<file path="src/rtl/cam_capture_ctrl_pkg.sv">
// ============================================================================
// cam_pkg : shared state encoding and RGB565 byte packing for cam_capture_ctrl
// Revision: 1.0
// ============================================================================
`default_nettype none

package cam_pkg;

    typedef enum logic [1:0] {
        ST_IDLE    = 2'd0,
        ST_ARM     = 2'd1,
        ST_CAPTURE = 2'd2,
        ST_DONE    = 2'd3
    } state_t;

    // OV7670 RGB565 sends the high byte first on the wire
    localparam bit FIRST_BYTE_HIGH = 1'b1;

    function automatic logic [15:0] rgb565_pack(input logic [7:0] first_b,
                                                 input logic [7:0] second_b);
        return FIRST_BYTE_HIGH ? {first_b, second_b} : {second_b, first_b};
    endfunction

endpackage

`default_nettype wire

</file>
<file path="src/rtl/cam_capture_ctrl_if.sv">
// ============================================================================
// cam_capture_ctrl_if : camera pins in, addressed pixel writes out
// Revision: 1.0
// ============================================================================
`default_nettype none

interface cam_capture_ctrl_if #(
    parameter int ADDR_W = 19
);
    logic              href;
    logic              vsync;
    logic [7:0]        data;
    logic              buf_full;
    logic [15:0]       pix_data;
    logic [ADDR_W-1:0] pix_addr;
    logic              pix_we;

    modport master (
        output href, vsync, data, buf_full,
        input  pix_data, pix_addr, pix_we
    );

    modport slave (
        input  href, vsync, data, buf_full,
        output pix_data, pix_addr, pix_we
    );
endinterface

`default_nettype wire

</file>
<file path="src/rtl/cam_capture_ctrl_byte_pairer.sv">
// ============================================================================
// cam_byte_pairer : byte phase toggle, 16-bit pixel assembly and column count
// Revision: 1.0
// ============================================================================
`default_nettype none

module cam_byte_pairer
    import cam_pkg::*;
#(
    parameter int COL_W = 11
) (
    input  wire logic             clk,
    input  wire logic             rst,
    input  wire logic             clr,
    input  wire logic             en,
    input  wire logic [7:0]       byte_in,
    output logic                  fire,
    output logic [15:0]           word,
    output logic [COL_W-1:0]      col,
    output logic                  phase
);

    logic [7:0] first_byte;

    always_ff @(posedge clk or posedge rst) begin
        if (rst) begin
            first_byte <= '0;
            phase      <= 1'b0;
            col        <= '0;
        end else if (clr) begin
            phase <= 1'b0;
            col   <= '0;
        end else if (en) begin
            if (!phase) begin
                first_byte <= byte_in;
                phase      <= 1'b1;
            end else begin
                phase <= 1'b0;
                // saturate so an overlong line never aliases back to column 0
                if (col != '1) col <= col + 1'b1;
            end
        end
    end

    assign fire = en & phase;
    assign word = rgb565_pack(first_byte, byte_in);

endmodule

`default_nettype wire

</file>
<file path="src/rtl/cam_capture_ctrl.sv">
// ============================================================================
// cam_capture_ctrl : one-shot frame capture from an OV7670-style camera port
// Revision: 1.0
// ============================================================================
`default_nettype none

module cam_capture_ctrl
    import cam_pkg::*;
#(
    parameter int H_PIX   = 640,
    parameter int V_LINES = 480,
    parameter int ADDR_W  = 19
) (
    input  wire logic         clk,
    input  wire logic         rst,
    input  wire logic         capture_req,
    cam_capture_ctrl_if.slave bus,
    output logic              busy,
    output logic              frame_done,
    output logic              err_overflow,
    output logic              err_geom
);

    localparam int COL_W = $clog2(H_PIX + 1) + 1;
    localparam int ROW_W = $clog2(V_LINES + 1);
    localparam logic [COL_W-1:0] COL_FULL  = COL_W'(H_PIX);
    localparam logic [ROW_W-1:0] ROW_FULL  = ROW_W'(V_LINES);
    localparam logic [31:0]      IDX_LIMIT = 32'(H_PIX * V_LINES);

    state_t             state;
    logic               href_r, href_q, vsync_r, armed;
    logic [7:0]         data_r;
    logic [ROW_W-1:0]   row;
    logic               pair_fire, pair_phase;
    logic [15:0]        pair_word;
    logic [COL_W-1:0]   col;
    logic               w_capturing, w_line_end, w_pair_en, w_pair_clr;
    logic [31:0]        w_pix_idx;

    assign w_capturing = (state == ST_CAPTURE);
    // vsync high overrides href: the frame is over, any partial line is dropped
    assign w_pair_en   = w_capturing & href_r & ~vsync_r;
    assign w_line_end  = w_capturing & href_q & ~href_r & ~vsync_r;
    assign w_pair_clr  = ~w_capturing | w_line_end;
    assign w_pix_idx   = 32'(row) * 32'(H_PIX) + 32'(col);

    cam_byte_pairer #(.COL_W(COL_W)) u_pairer (
        .clk     (clk),
        .rst     (rst),
        .clr     (w_pair_clr),
        .en      (w_pair_en),
        .byte_in (data_r),
        .fire    (pair_fire),
        .word    (pair_word),
        .col     (col),
        .phase   (pair_phase)
    );

    always_ff @(posedge clk or posedge rst) begin
        if (rst) begin
            state        <= ST_IDLE;
            href_r       <= 1'b0;
            href_q       <= 1'b0;
            vsync_r      <= 1'b0;
            data_r       <= '0;
            armed        <= 1'b0;
            row          <= '0;
            busy         <= 1'b0;
            frame_done   <= 1'b0;
            err_overflow <= 1'b0;
            err_geom     <= 1'b0;
            bus.pix_we   <= 1'b0;
            bus.pix_data <= '0;
            bus.pix_addr <= '0;
        end else begin
            href_r     <= bus.href;
            href_q     <= href_r;
            vsync_r    <= bus.vsync;
            data_r     <= bus.data;
            bus.pix_we <= 1'b0;
            frame_done <= 1'b0;

            case (state)
                ST_IDLE: begin
                    if (capture_req) begin
                        state        <= ST_ARM;
                        busy         <= 1'b1;
                        err_overflow <= 1'b0;
                        err_geom     <= 1'b0;
                        row          <= '0;
                        armed        <= 1'b0;
                    end
                end
                ST_ARM: begin
                    // require a blanking interval first so we never join mid-frame
                    if (vsync_r)    armed <= 1'b1;
                    else if (armed) state <= ST_CAPTURE;
                end
                ST_CAPTURE: begin
                    if (vsync_r) begin
                        state      <= ST_DONE;
                        busy       <= 1'b0;
                        frame_done <= 1'b1;
                        if (row != ROW_FULL) err_geom <= 1'b1;
                    end else begin
                        if (pair_fire) begin
                            if (w_pix_idx >= IDX_LIMIT) begin
                                err_geom <= 1'b1;
                            end else begin
                                bus.pix_addr <= w_pix_idx[ADDR_W-1:0];
                                if (bus.buf_full) begin
                                    err_overflow <= 1'b1;
                                end else begin
                                    bus.pix_we   <= 1'b1;
                                    bus.pix_data <= pair_word;
                                end
                            end
                        end
                        if (w_line_end) begin
                            if (col != COL_FULL || pair_phase) err_geom <= 1'b1;
                            if (row != ROW_FULL) row <= row + 1'b1;
                        end
                    end
                end
                ST_DONE: state <= ST_IDLE;
                default: state <= ST_IDLE;
            endcase
        end
    end

endmodule

`default_nettype wire

</file>
<file path="src/flat_wrapper.sv">
// flat-port wrapper written by rule: the top's interface ports become plain ports
module cam_capture_ctrl_flat import cam_pkg::*;
#(
    parameter int H_PIX   = 640,
    parameter int V_LINES = 480,
    parameter int ADDR_W  = 19
)
  (clk, rst, capture_req, busy, frame_done, err_overflow, err_geom, bus_href, bus_vsync, bus_data, bus_buf_full, bus_pix_data, bus_pix_addr, bus_pix_we);
  cam_capture_ctrl_if #(.ADDR_W(ADDR_W)) bus_i ();
  input  wire logic clk;
  input  wire logic rst;
  input  wire logic capture_req;
  output logic busy;
  output logic frame_done;
  output logic err_overflow;
  output logic err_geom;
  input wire logic [$bits(bus_i.href)-1:0] bus_href;
  input wire logic [$bits(bus_i.vsync)-1:0] bus_vsync;
  input wire logic [$bits(bus_i.data)-1:0] bus_data;
  input wire logic [$bits(bus_i.buf_full)-1:0] bus_buf_full;
  output wire logic [$bits(bus_i.pix_data)-1:0] bus_pix_data;
  output wire logic [$bits(bus_i.pix_addr)-1:0] bus_pix_addr;
  output wire logic [$bits(bus_i.pix_we)-1:0] bus_pix_we;
  assign bus_i.href = bus_href;
  assign bus_i.vsync = bus_vsync;
  assign bus_i.data = bus_data;
  assign bus_i.buf_full = bus_buf_full;
  assign bus_pix_data = bus_i.pix_data;
  assign bus_pix_addr = bus_i.pix_addr;
  assign bus_pix_we = bus_i.pix_we;
  cam_capture_ctrl #(.H_PIX(H_PIX), .V_LINES(V_LINES), .ADDR_W(ADDR_W)) u_core (.clk(clk), .rst(rst), .capture_req(capture_req), .bus(bus_i), .busy(busy), .frame_done(frame_done), .err_overflow(err_overflow), .err_geom(err_geom));
endmodule
</file>
<file path="config.mk">
export PLATFORM = sky130hd
export DESIGN_NAME = cam_capture_ctrl_flat
export DESIGN_NICKNAME = d
export VERILOG_FILES = /design/src/rtl/cam_capture_ctrl_pkg.sv /design/src/rtl/cam_capture_ctrl_if.sv /design/src/rtl/cam_capture_ctrl_byte_pairer.sv /design/src/rtl/cam_capture_ctrl.sv /design/src/flat_wrapper.sv
export SDC_FILE = /design/constraint.sdc
export NUM_CORES = 1
export LEC_CHECK = 0
export BUFFER_PORTS_ARGS = -buffer_cell sky130_fd_sc_hd__buf_2
export CAP_MARGIN = 20
export CORE_MARGIN = 1
export CORE_UTILIZATION = 42
export CTS_BUF_LIST = sky130_fd_sc_hd__clkbuf_8 sky130_fd_sc_hd__clkbuf_16
export CTS_CLUSTER_DIAMETER = 150
export CTS_CLUSTER_SIZE = 30
export DETAILED_ROUTE_END_ITERATION = 12
export SYNTH_ARGS = -nofsm -noshare
export SYNTH_HDL_FRONTEND = slang
export SYNTH_SLANG_ARGS = --single-unit
</file>
<file path="constraint.sdc">
create_clock -name clk -period 6.2 [get_ports clk]
set_clock_uncertainty 0.1 [all_clocks]
set_input_delay 1.24 -clock clk [delete_from_list [all_inputs] [get_ports clk]]
set_output_delay 1.24 -clock clk [all_outputs]
set_load 0.01 [all_outputs]
</file>
# After elaboration in Yosys (flattened, before gate mapping)
# Index checks and enable logic that the tools add are counted.
# W data, S select, Z words.
# totals
register_bits	83
latch_bits	0
mem_bits_rw	0
rom_bits	0
in_bits	14
out_inout_bits	40
word_cells	113
n_memories	0
# op_classes
n_addsub	3
multipliers	1
n_div	0
order_cmp	1
n_eq_ne	18
n_shift	0
mux	42
bitwise	14
n_reduce_logical	17
# op_table
cell	n
$mux W11	4
$mux W9	4
$ge A32 B19 Y1 const B	1
$mux W1	24
$add A19 B11 Y20	1
$pmux W9 S2	1
$reduce_and A3 Y1	5
$ne A2 B2 Y1 const B	7
$mul A9 B3 Y12 const B	1
$add A11 B1 Y11 const B	1
$ne A11 B10 Y1 const B	1
$ne A11 B11 Y1 const B	1
$reduce_and A5 Y1	2
$reduce_bool A2 Y1	5
$add A9 B1 Y9 const B	1
$ne A9 B9 Y1 const B	1
$mux W2	4
$ne A2 B1 Y1 const B	4
$pmux W1 S2	4
$pmux W2 S4	1
$reduce_and A4 Y1	2
$not A1 Y1	7
$and A1 B1 Y1	6
$reduce_and A6 Y1	1
other kinds (6)	7

# Logic depth before layout (Yosys ltp)
# Gate-level depths: netlist (run 1).
# depth
depth_word	9
mapped_depth	13
depth_no_buf	12

# Cells and area by module
# From an unflattened synthesis (run 1), not the netlist that was laid out.
# unflattened
cells_unflattened	385
area_unflattened_um2	4475.5
# by_module_without_submodules
module	n_inst	cells_per_inst	area_per_inst_um2	seq_area_each_um2
cam_capture_ctrl	1	297	3490.8	1576.5
cam_byte_pairer	1	88	984.7	500.5

# Worst setup path before layout (run 1)
# Ideal clock, no wire load.
# synth_path
path_type	register to register
from	reg u_core.row[1]
to	reg u_core.bus.pix_addr[0]
setup_ns	0.125
t_arrival_ns	3.514
required_ns	5.975
setup_slack_ns	2.461
stages_incl_launch_ff	14
n_path_buf	1
period_less_slack_ns	3.739
cell_sequence	dfrtp_1 > ha_1 > ha_1 > inv_1 > fa_1 > o21bai_1 > a211oi_1 > o21ai_0 > or4_1 > a21oi_2 > o221ai_4 > nand3_4 > buf_6 > mux2_4
# synth_via
elab_chain_cells	5
# synth_lines
item	line	text
from (decl)	cam_capture_ctrl.sv:33	logic [ROW_W-1:0] row;
from (signal assigned)	cam_capture_ctrl.sv:121	if (row != ROW_FULL) row <= row + 1'b1;
$mul A9 B3 Y12	cam_capture_ctrl.sv:45	assign w_pix_idx = 32'(row) * 32'(H_PIX) + 32'(col);
$add A19 B11 Y20	cam_capture_ctrl.sv:45	
$ge A32 B19 Y1	cam_capture_ctrl.sv:107	if (w_pix_idx >= IDX_LIMIT) begin
$not A1 Y1 (no source line)	-	
$reduce_and A4 Y1 (no source line)	-	
to (signal assigned)	cam_capture_ctrl.sv:110	bus.pix_addr <= w_pix_idx[ADDR_W-1:0];
to (decl)	cam_capture_ctrl_if.sv:25	output pix_data, pix_addr, pix_we
# No other way between the ends.
# A chain may end at the register's enable or synchronous reset.

# Final worst setup path (run 1)
# layout_path
from	reg u_core.row[1]
to	reg u_core.bus.pix_addr[5]
# The elaborated chain is that of the path after synthesis.

==> results.yml, run 1 <==
synthesis:
  yosys.area_share.xor_xnor: 0.0506
  synthAdderAreaFrac: 0.0815
  synth_top_family_by_area: "multiplexers"
  yosysTopAreaCell: "dfrtp_1"
  syn_avg_cell_area_sq_um: 11.5
  yosysTopAreaCellShare: 0.480
  syn-num-nets: 416
  ys_seq_area_frac: 0.480
  synth_compound_area_frac: 0.100
  async_flop_share: 1.00
  yosys.area_share.simple: 0.130
  ys_warn_count: 0
  syn-cell-area_sq_um: 4330
  ys_top_cells_by_area: "dfrtp_1, ha_1, mux2_2"
  ys_ff_latch: 83
  synthMuxAreaShare: 0.131
  ys.flop_type: "dfrtp_1"
  synthCells: 375
  synth_cell_type_count: 54
  synth-edff-count: 0
floorplanning:
  start_util: 0.439
  ios: 54
  rows: 36
  die_x_um: 104
  design.die.area_sq_um: 10700
  die_h_um: 104
  core_sq_um: 9860
timing:
  rsz0062_at_grt: "no"
  setup_violations: 0
  worst_pin_slew_ns: 0.788
  finalCritPeriodShare: 0.662
  fin_crit_ns: 4.11
  fmax_mhz: 243
  whs_ns: 0.404
  maxSlewHeadroom: 0.473
  finalSetupTns_ns: 0
  report.final.slew_viol_count: 0
  finalHoldViolCount: 0
placement:
  place_congestion: 0.849
  port_buffers: 53
  dp_hpwl_um: 6000
  place_area_sq_um: 4740
route:
  drtPass1Iterations: 5
  drc: 0
  routed-via-count: 2945
  routed_via_density: 5.13
  routed_wl_um: 8400
  drtIter0Drc: 89
  ant_nets: 0
  wire_per_inst_um: 14.6
global_routing:
  grt_pass1_wl_um: 14600
  grt_pass1_vias: 2940
  grt_start_max_net_pins: 84
  grt_antenna_before_repair: 0
  grt_usage: 0.168
  grt-ovfl-total: 0
hold_path:
  hold_path.class: "reg -> reg"
worst_setup_path:
  endpoint_kind: "flip-flop"
  path_class: "reg -> reg"
  cp-start-kind: "flip-flop"
  cp_data_arrival_time_ns: 4.24
  cp.required_ns: 6.33
  crit_path_max_fanout: 19
flow_run:
  cap_violations: 0
clock_network:
  clockBufferDepth: 2
  ctsResizeCount: 0
  hold_buffers: 0
  htree_levels: 3
  cts-root-buf: "clkbuf_8"
  clk_pin_slew_ns: 0.10
  cts_buffers: 9
  cts_num_sinks: 83
  cts_tree: "yes"
  clk_latency_ns: 0.35
  post_cts_buffers: 0
layout:
  drive_above_1_share: 0.283
  fillCellCount: 888
  synthToLayoutAreaGrowth_pct: 15.1
  antennaDiodeCount: 0
  nets: 477
  finalInstanceArea_sq_um: 4980
power:
  leakagePower_nw: 2.48
  ir_drop_uv: 197
  p_per_area_nw_per_um2: 277
  power_mw: 1.38
run_status:
  status: "finished, final reports clean"
Yosys cell counts, types with 4 or more instances:
cell      number
inv_1         23
mux2_2        24
nand2b_1       7
mux2_4        17
nand2_1       17
xor2_1        15
dfrtp_1       83
nor2b_1        5
nor3_1         5
mux2i_1        4
or3_1          6
xnor2_1       10
nand4_1        6
o21ai_0       20
and3_1         5
nor2_1        28
nand3_1       10
a21oi_1       15
ha_1          25
worst max-delay path: stages, from the launching register on:
cell and delay (ns):
dfrtp_1 0.46, ha_1 0.32, ha_1 0.23, inv_1 0.07, fa_1 0.48, nand2b_1 0.19
or4_1 0.53, or3_1 0.32, a31oi_1 0.21, a21oi_2 0.08, o221ai_4 0.26, nand3_4 0.34
mux2_4 0.40
metal layers:
| metal | vias up | share of wire | global-route usage |
|---|---|---|---|
| met5 | - | 0 | 0 |
| met1 | 1409 | 0.49 | 0.241 |
| li1 | 1456 | - | - |
| met4 | 0 | 0.0081 | 0.0362 |
| met3 | 8 | 0.039 | 0.0352 |
| met2 | 72 | 0.46 | 0.262 |
final timing paths:
check,start,end,slack (ns),depth (start not counted)
max in group asynchronous,rst,u_core.row[1]$_DFFE_PP0P_,4.53,4
min,u_core.data_r[0]$_DFF_PP0_,u_core.bus.pix_data[0]$_DFFE_PP0P_,0.40,1
max reg2reg,u_core.row[1]$_DFFE_PP0P_,u_core.bus.pix_addr[5]$_DFFE_PP0P_,2.09,12
max,u_core.row[1]$_DFFE_PP0P_,u_core.bus.pix_addr[5]$_DFFE_PP0P_,2.09,12
min in group asynchronous,rst,u_core.u_pairer.col[9]$_DFFE_PP0P_,0.88,3
min reg2reg,u_core.data_r[0]$_DFF_PP0_,u_core.bus.pix_data[0]$_DFFE_PP0P_,0.40,1
sequential cells by signal (all words and copies together) (netlist names):
register                    flops
u_core.busy                     1
u_core.bus.pix_data            16
u_core.href_q                   1
u_core.data_r                   8
u_core.u_pairer.first_byte      8
u_core.bus.pix_we               1
u_core.u_pairer.phase           1
u_core.err_overflow             1
u_core.frame_done               1
u_core.vsync_r                  1
u_core.row                      9
u_core.u_pairer.col            11
u_core.href_r                   1
u_core.state                    2
u_core.err_geom                 1
u_core.armed                    1
u_core.bus.pix_addr            19
report_power, final:
| group | total [mW] | leakage [nW] | internal, mW | switching [mW] |
|---|---|---|---|---|
| Clock | 0.420 | 0.111 | 0.199 | 0.221 |
| Sequential | 0.665 | 1.11 | 0.616 | 0.0487 |
| Combinational | 0.293 | 1.27 | 0.128 | 0.165 |
per-stage QoR:
| stage | instances | utilization | setup slack [ns] |
|---|---|---|---|
| after global placement | 557 | 0.480 | 2.17 |
| after detailed placement | 557 | 0.480 | 2.12 |
| after global routing | 574 | 0.505 | 1.89 |
| final | 574 | 0.505 | 2.09 |
| after CTS | 573 | 0.502 | 2.07 |
| after floorplan | 375 | - | 2.46 |
kinds of logic (layout without fill, tap and decap cells):
group / Yosys count / in the layout
XOR/XNOR: 25 / 25
multiplexers: 45 / 45
AO/OA/AOI/OAI: 62 / 62
flip-flops: 83 / 83
buffers and inverters: 28 / 94
AND/OR/NAND/NOR: 105 / 105
adder cells (fa/ha/maj): 27 / 27
placed cells by master, fill, tap and decap left out, drive strengths merged, types with 4 or more instances in the layout:
cell | netlist | routed
or3 | 6 | 6
xnor2 | 10 | 10
nand2 | 17 | 17
mux2 | 41 | 41
a21oi | 16 | 16
and3 | 6 | 6
nor3 | 5 | 5
nor2b | 5 | 5
clkbuf | 3 | 9
inv | 23 | 26
ha | 25 | 25
buf | 2 | 55
xor2 | 15 | 15
o21ai | 21 | 21
dfrtp | 83 | 83
nand4 | 6 | 6
nor2 | 28 | 28
mux2i | 4 | 4
nand3 | 12 | 12
nand2b | 7 | 7
area by class of cell:
cell class	instances	area (sq um)	area share
Sequential cell	83	2080	0.417
Clock inverter	7	95.1	0.0191
Timing Repair Buffer	55	300	0.0603
Clock buffer	9	124	0.0249
Inverter	23	87.6	0.0176
Multi-Input combinational cell	264	2130	0.428
Tap cell	133	166	0.0334
(Power assumes the default switching activity.)
==> run 2, diff against run 1 <==
- clock period: 6.2 -> 3.95 ns (I/O delays scaled with it)
==> results.yml, run 2 (synthesis results as in run 1) <==
placement:
  port_buffers: 53
  place_congestion: 0.835
  dp_hpwl_um: 6340
layout:
  largest_register: "u_core.bus.pix_addr"
  fillCellCount: 881
  largest_reg_flops: 19
  drive_above_1_share: 0.314
  synthToLayoutAreaGrowth_pct: 18.1
  antennaDiodeCount: 0
  multi_input_area_sq_um: 2160
  nets: 494
  fin_util: 0.519
  final_common_cell: "dfrtp_1"
  seqCellArea_sq_um: 2080
  reg_top3: "u_core.bus.pix_addr: 19 flops, u_core.bus.pix_data: 16 flops, u_core.u_pairer.col: 11 flops"
  final_cell_mix: "dfrtp_1, buf_2, nor2_1"
floorplanning:
  ios: 54
  design.die.area_sq_um: 10700
  die_h_um: 104
  die_x_um: 104
  rows: 36
  start_util: 0.439
  core_sq_um: 9860
timing:
  setup_violations: 0
  finalSetupTns_ns: 0
  maxSlewHeadroom: 0.422
  fin_crit_ns: 3.83
  worst_pin_slew_ns: 0.866
  finalHoldViolCount: 0
  fmax_mhz: 261
  report.final.slew_viol_count: 0
  finalCritPeriodShare: 0.970
route:
  drtPass1Iterations: 4
  routed_wl_um: 8530
  routed-via-count: 3023
  drtIter0Drc: 139
  drc: 0
  ant_nets: 0
  wire_per_inst_um: 14.4
  routed_via_density: 5.12
clock_network:
  clockBufferDepth: 2
  clk_latency_ns: 0.36
  cts-root-buf: "clkbuf_8"
  hold_buffers: 0
  htree_levels: 3
  cts_tree: "yes"
  clk_pin_slew_ns: 0.09
  cts_num_sinks: 83
  cts_buffers: 9
power:
  p_per_area_nw_per_um2: 411
  power_mw: 2.10
  ir_drop_uv: 262
  leakagePower_nw: 2.56
worst_setup_path:
  cp-start-kind: "flip-flop"
  cp.required_ns: 4.10
  crit_path_max_fanout: 17
  worstRegToRegCells: 13
  path_class: "reg -> reg"
  endpoint_kind: "flip-flop"
  cp_data_arrival_time_ns: 3.98
run_status:
  status: "finished, final reports clean"
global_routing:
  grt_usage: 0.165
  grt_pass1_vias: 2824
  grt_start_max_net_pins: 53
  grt_pass1_wl_um: 14000
  grt_antenna_before_repair: 0
  grt-ovfl-total: 0
hold_path:
  min_path_cells: 0
  hold_path.class: "reg -> reg"
flow_run:
  cap_violations: 0
-- run 2: stage by stage --
stage | cells | hold WS (ns) | setup slack (ns) | area [sq um]
6_report | 591 | 0.398 | 0.117 | 5120
3_5_place_dp | 572 | 0.381 | 0.0442 | 4860
4_1_cts | 588 | 0.402 | 0.0362 | 5050
5_1_grt | 591 | 0.405 | -0.0126 | 5120
2_1_floorplan | 375 | 0.337 | 0.211 | 4330
3_3_place_gp | 572 | 0.382 | 0.104 | 4860
-- run 2: timing repair --
item,in CTS,in global routing
hold endpoints to repair,0,0
endpoints found under the setup margin,0,33
resized for setup,0,4
buffers inserted,0,3
-- run 2: layout make-up --
| class | instances | share of cell area |
|---|---|---|
| multi-input combinational | 264 | 0.422 |
| sequential | 83 | 0.406 |
| timing repair buffer | 72 | 0.0846 |
| tap | 133 | 0.0325 |
| clock buffer | 10 | 0.0269 |
| inverter | 23 | 0.0171 |
| clock inverter | 6 | 0.0105 |
-- run 2: routing by layer --
| layer | routed length [um] | part of all wire | vias to the layer above | GRT usage |
|---|---|---|---|---|
| met5 | 0 | 0 | - | 0 |
| met4 | 117 | 0.014 | 0 | 0.0559 |
| met3 | 282 | 0.033 | 12 | 0.0371 |
| met2 | 3980 | 0.47 | 54 | 0.262 |
| met1 | 4150 | 0.49 | 1472 | 0.224 |
| li1 | - | - | 1485 | - |
-- run 2: power by group --
group / internal (mW) / switching (mW) / total, mW / leakage [nW]
combinational: 0.209 / 0.267 / 0.476 / 1.36
sequential: 0.967 / 0.0739 / 1.04 / 1.11
clock: 0.256 / 0.330 / 0.587 / 0.0954
-- run 2: critical path: stages, from the launching register on --
cell and delay (ns):
dfrtp_1 0.39, ha_1 0.29, ha_1 0.23, inv_1 0.08
fa_1 0.43, nand2b_1 0.15, or4_1 0.49, or3_4 0.36
a31oi_4 0.21, a21oi_4 0.06, o221ai_4 0.30, nand3_4 0.11
buf_12 0.18, mux2_4 0.31
-- run 2: final timing paths --
check / slack [ns] / to / start
setup / recovery: 0.12 / u_core.bus.pix_data[3]$_DFFE_PP0P_ / u_core.row[1]$_DFFE_PP0P_
hold / removal: 0.40 / u_core.href_q$_DFF_PP0_ / u_core.href_r$_DFF_PP0_
setup reg to reg: 0.12 / u_core.bus.pix_data[3]$_DFFE_PP0P_ / u_core.row[1]$_DFFE_PP0P_
hold reg to reg: 0.40 / u_core.href_q$_DFF_PP0_ / u_core.href_r$_DFF_PP0_
max in group asynchronous: 2.53 / u_core.row[3]$_DFFE_PP0P_ / rst
min in group asynchronous: 0.47 / u_core.bus.pix_addr[2]$_DFFE_PP0P_ / rst
==> run 3, diff against run 2 <==
- RECOVER_POWER: default -> 50
==> results.yml, run 3 (synthesis results as in run 1) <==
layout:
  fillCellCount: 881
  reg_top3: "u_core.bus.pix_addr: 19 flops, u_core.bus.pix_data: 16 flops, u_core.u_pairer.col: 11 flops"
  nets: 494
  finalInstanceArea_sq_um: 5100
  final_cell_mix: "dfrtp_1, buf_2, nor2_1"
  seqCellArea_sq_um: 2080
  antennaDiodeCount: 0
  multi_input_area_sq_um: 2160
  largest_reg_flops: 19
  stdcell_count: 591
  synthToLayoutAreaGrowth_pct: 17.8
  final_common_cell: "dfrtp_1"
  largest_register: "u_core.bus.pix_addr"
  drive_above_1_share: 0.301
timing:
  report.final.slew_viol_count: 53
  finalCritPeriodShare: 0.970
  fmax_mhz: 261
  whs_ns: 0.398
  maxSlewHeadroom: -0.461
  fin_crit_ns: 3.83
  worst_pin_slew_ns: 2.18
  setup_violations: 0
  finalHoldViolCount: 0
global_routing:
  grt.met3_usage: 0.0371
  grt_pass1_vias: 2824
  use_met2: 0.262
  busiest_layer: "met2"
  grt-ovfl-total: 0
  grt_usage: 0.165
  grt_start_max_net_pins: 53
  use_met1: 0.224
  grt_pass1_wl_um: 14000
  grt_antenna_before_repair: 0
run_status:
  status: "finished with violations"
  violations: "capacitance limit, slew limit"
floorplanning:
  rows: 36
  start_util: 0.439
  design.die.area_sq_um: 10700
  core_sq_um: 9860
  die_x_um: 104
  ios: 54
  die_h_um: 104
power:
  leakagePower_nw: 2.53
  power.share.switching: 0.319
  ir_drop_uv: 262
  combPwrFrac: 0.224
  switchingPower_mw: 0.670
  power.internal_mw: 1.43
  p_clk_frac: 0.279
  p_per_area_nw_per_um2: 411
  p_seq_frac: 0.497
worst_setup_path:
  endpoint_kind: "flip-flop"
  crit_path_max_fanout: 17
  worstRegToRegCells: 13
  cp.required_ns: 4.10
  critPathLaunch: "u_core.row[1]$_DFFE_PP0P_"
  path_class: "reg -> reg"
  cp_data_arrival_time_ns: 3.98
  r2r-end: "u_core.bus.pix_data[3]$_DFFE_PP0P_"
  critPathCapture: "u_core.bus.pix_data[3]$_DFFE_PP0P_"
  r2r_setup_slack_ns: 0.12
  reg2reg_from: "u_core.row[1]$_DFFE_PP0P_"
  cp-start-kind: "flip-flop"
route:
  drc: 0
  routed-via-count: 3033
  drtIter0Drc: 149
  ant_nets: 0
  drtPass1Iterations: 4
  routed_wl_um: 8520
  routed_via_density: 5.13
  wire_per_inst_um: 14.4
clock_network:
  clockBufferDepth: 2
  htree_levels: 3
  clk_pin_slew_ns: 0.09
  cts_buffers: 9
  hold_buffers: 0
  cts_num_sinks: 83
  clk_latency_ns: 0.36
  cts-root-buf: "clkbuf_8"
  cts_tree: "yes"
placement:
  place_area_sq_um: 4860
  dp_hpwl_um: 6340
  port_buffers: 53
  place_congestion: 0.835
  dp_cells: 572
hold_path:
  min_path_cells: 0
  hold_path.class: "reg -> reg"
flow_run:
  cap_violations: 1
-- run 3: cell count changes in the layout (fill, tap and decap cells not counted) --
cell        change
clkinvlp_2      +1
clkinv_2        -1
clkbuf_1        +6
buf_4           -3
buf_2           -3
-- run 3: repair_timing --
| action | in CTS | in global routing |
|---|---|---|
| setup buffers | 0 | 3 |
| endpoints found under the setup margin | 0 | 33 |
| resized for setup | 0 | 4 |
-- run 3: cell type report --
class | instances | area share
Multi-Input combinational cell | 264 | 0.424
Sequential cell | 83 | 0.407
Timing Repair Buffer | 72 | 0.0819
Tap cell | 133 | 0.0326
Clock buffer | 10 | 0.0270
Inverter | 23 | 0.0172
Clock inverter | 6 | 0.0105
-- run 3: stage by stage --
step	setup TNS, ns	power, mW	utilization	setup WS, ns
finish	0	2.10	0.517	0.119
global route	-0.0366	2.23	0.517	-0.0126
CTS	0	2.13	0.512	0.0362
detailed placement	0	1.54	0.493	0.0442
global placement	0	1.52	0.493	0.104
floorplan	0	1.37	-	0.211
-- run 3: how the worst min path moves through the flow --
stage | startpoint | endpoint
final | u_core.href_r$_DFF_PP0_ | u_core.href_q$_DFF_PP0_
after global routing | bus_href | u_core.href_r$_DFF_PP0_
after CTS | u_core.href_r$_DFF_PP0_ | u_core.href_q$_DFF_PP0_
after detailed placement | u_core.href_r$_DFF_PP0_ | u_core.href_q$_DFF_PP0_
after global placement | u_core.data_r[0]$_DFF_PP0_ | u_core.bus.pix_data[0]$_DFFE_PP0P_
after floorplan | u_core.href_r$_DFF_PP0_ | u_core.href_q$_DFF_PP0_
-- run 3: routing by layer --
metal	share of wire	wire length [um]
met1	0.48	4060
met2	0.47	3990
met3	0.042	359
met4	0.014	116
met5	0	0
-- run 3: worst max-delay path, stage by stage, from the launching register on --
cell,delay (ns)
dfrtp_1,0.39
ha_1,0.29
ha_1,0.23
inv_1,0.08
fa_1,0.43
nand2b_1,0.15
or4_1,0.50
or3_4,0.36
a31oi_4,0.21
a21oi_4,0.06
o221ai_4,0.31
nand3_4,0.11
buf_12,0.18
mux2_4,0.30
-- run 3: power groups by stage --
stage / Sequential (mW) / Combinational [mW] / Clock [mW]
3_5_place_dp: 1.06 / 0.481 / 0
4_1_cts: 1.04 / 0.482 / 0.603
3_3_place_gp: 1.05 / 0.465 / 0
6_report: 1.04 / 0.470 / 0.586
5_1_grt: 1.06 / 0.527 / 0.643
2_1_floorplan: 1.06 / 0.302 / 0
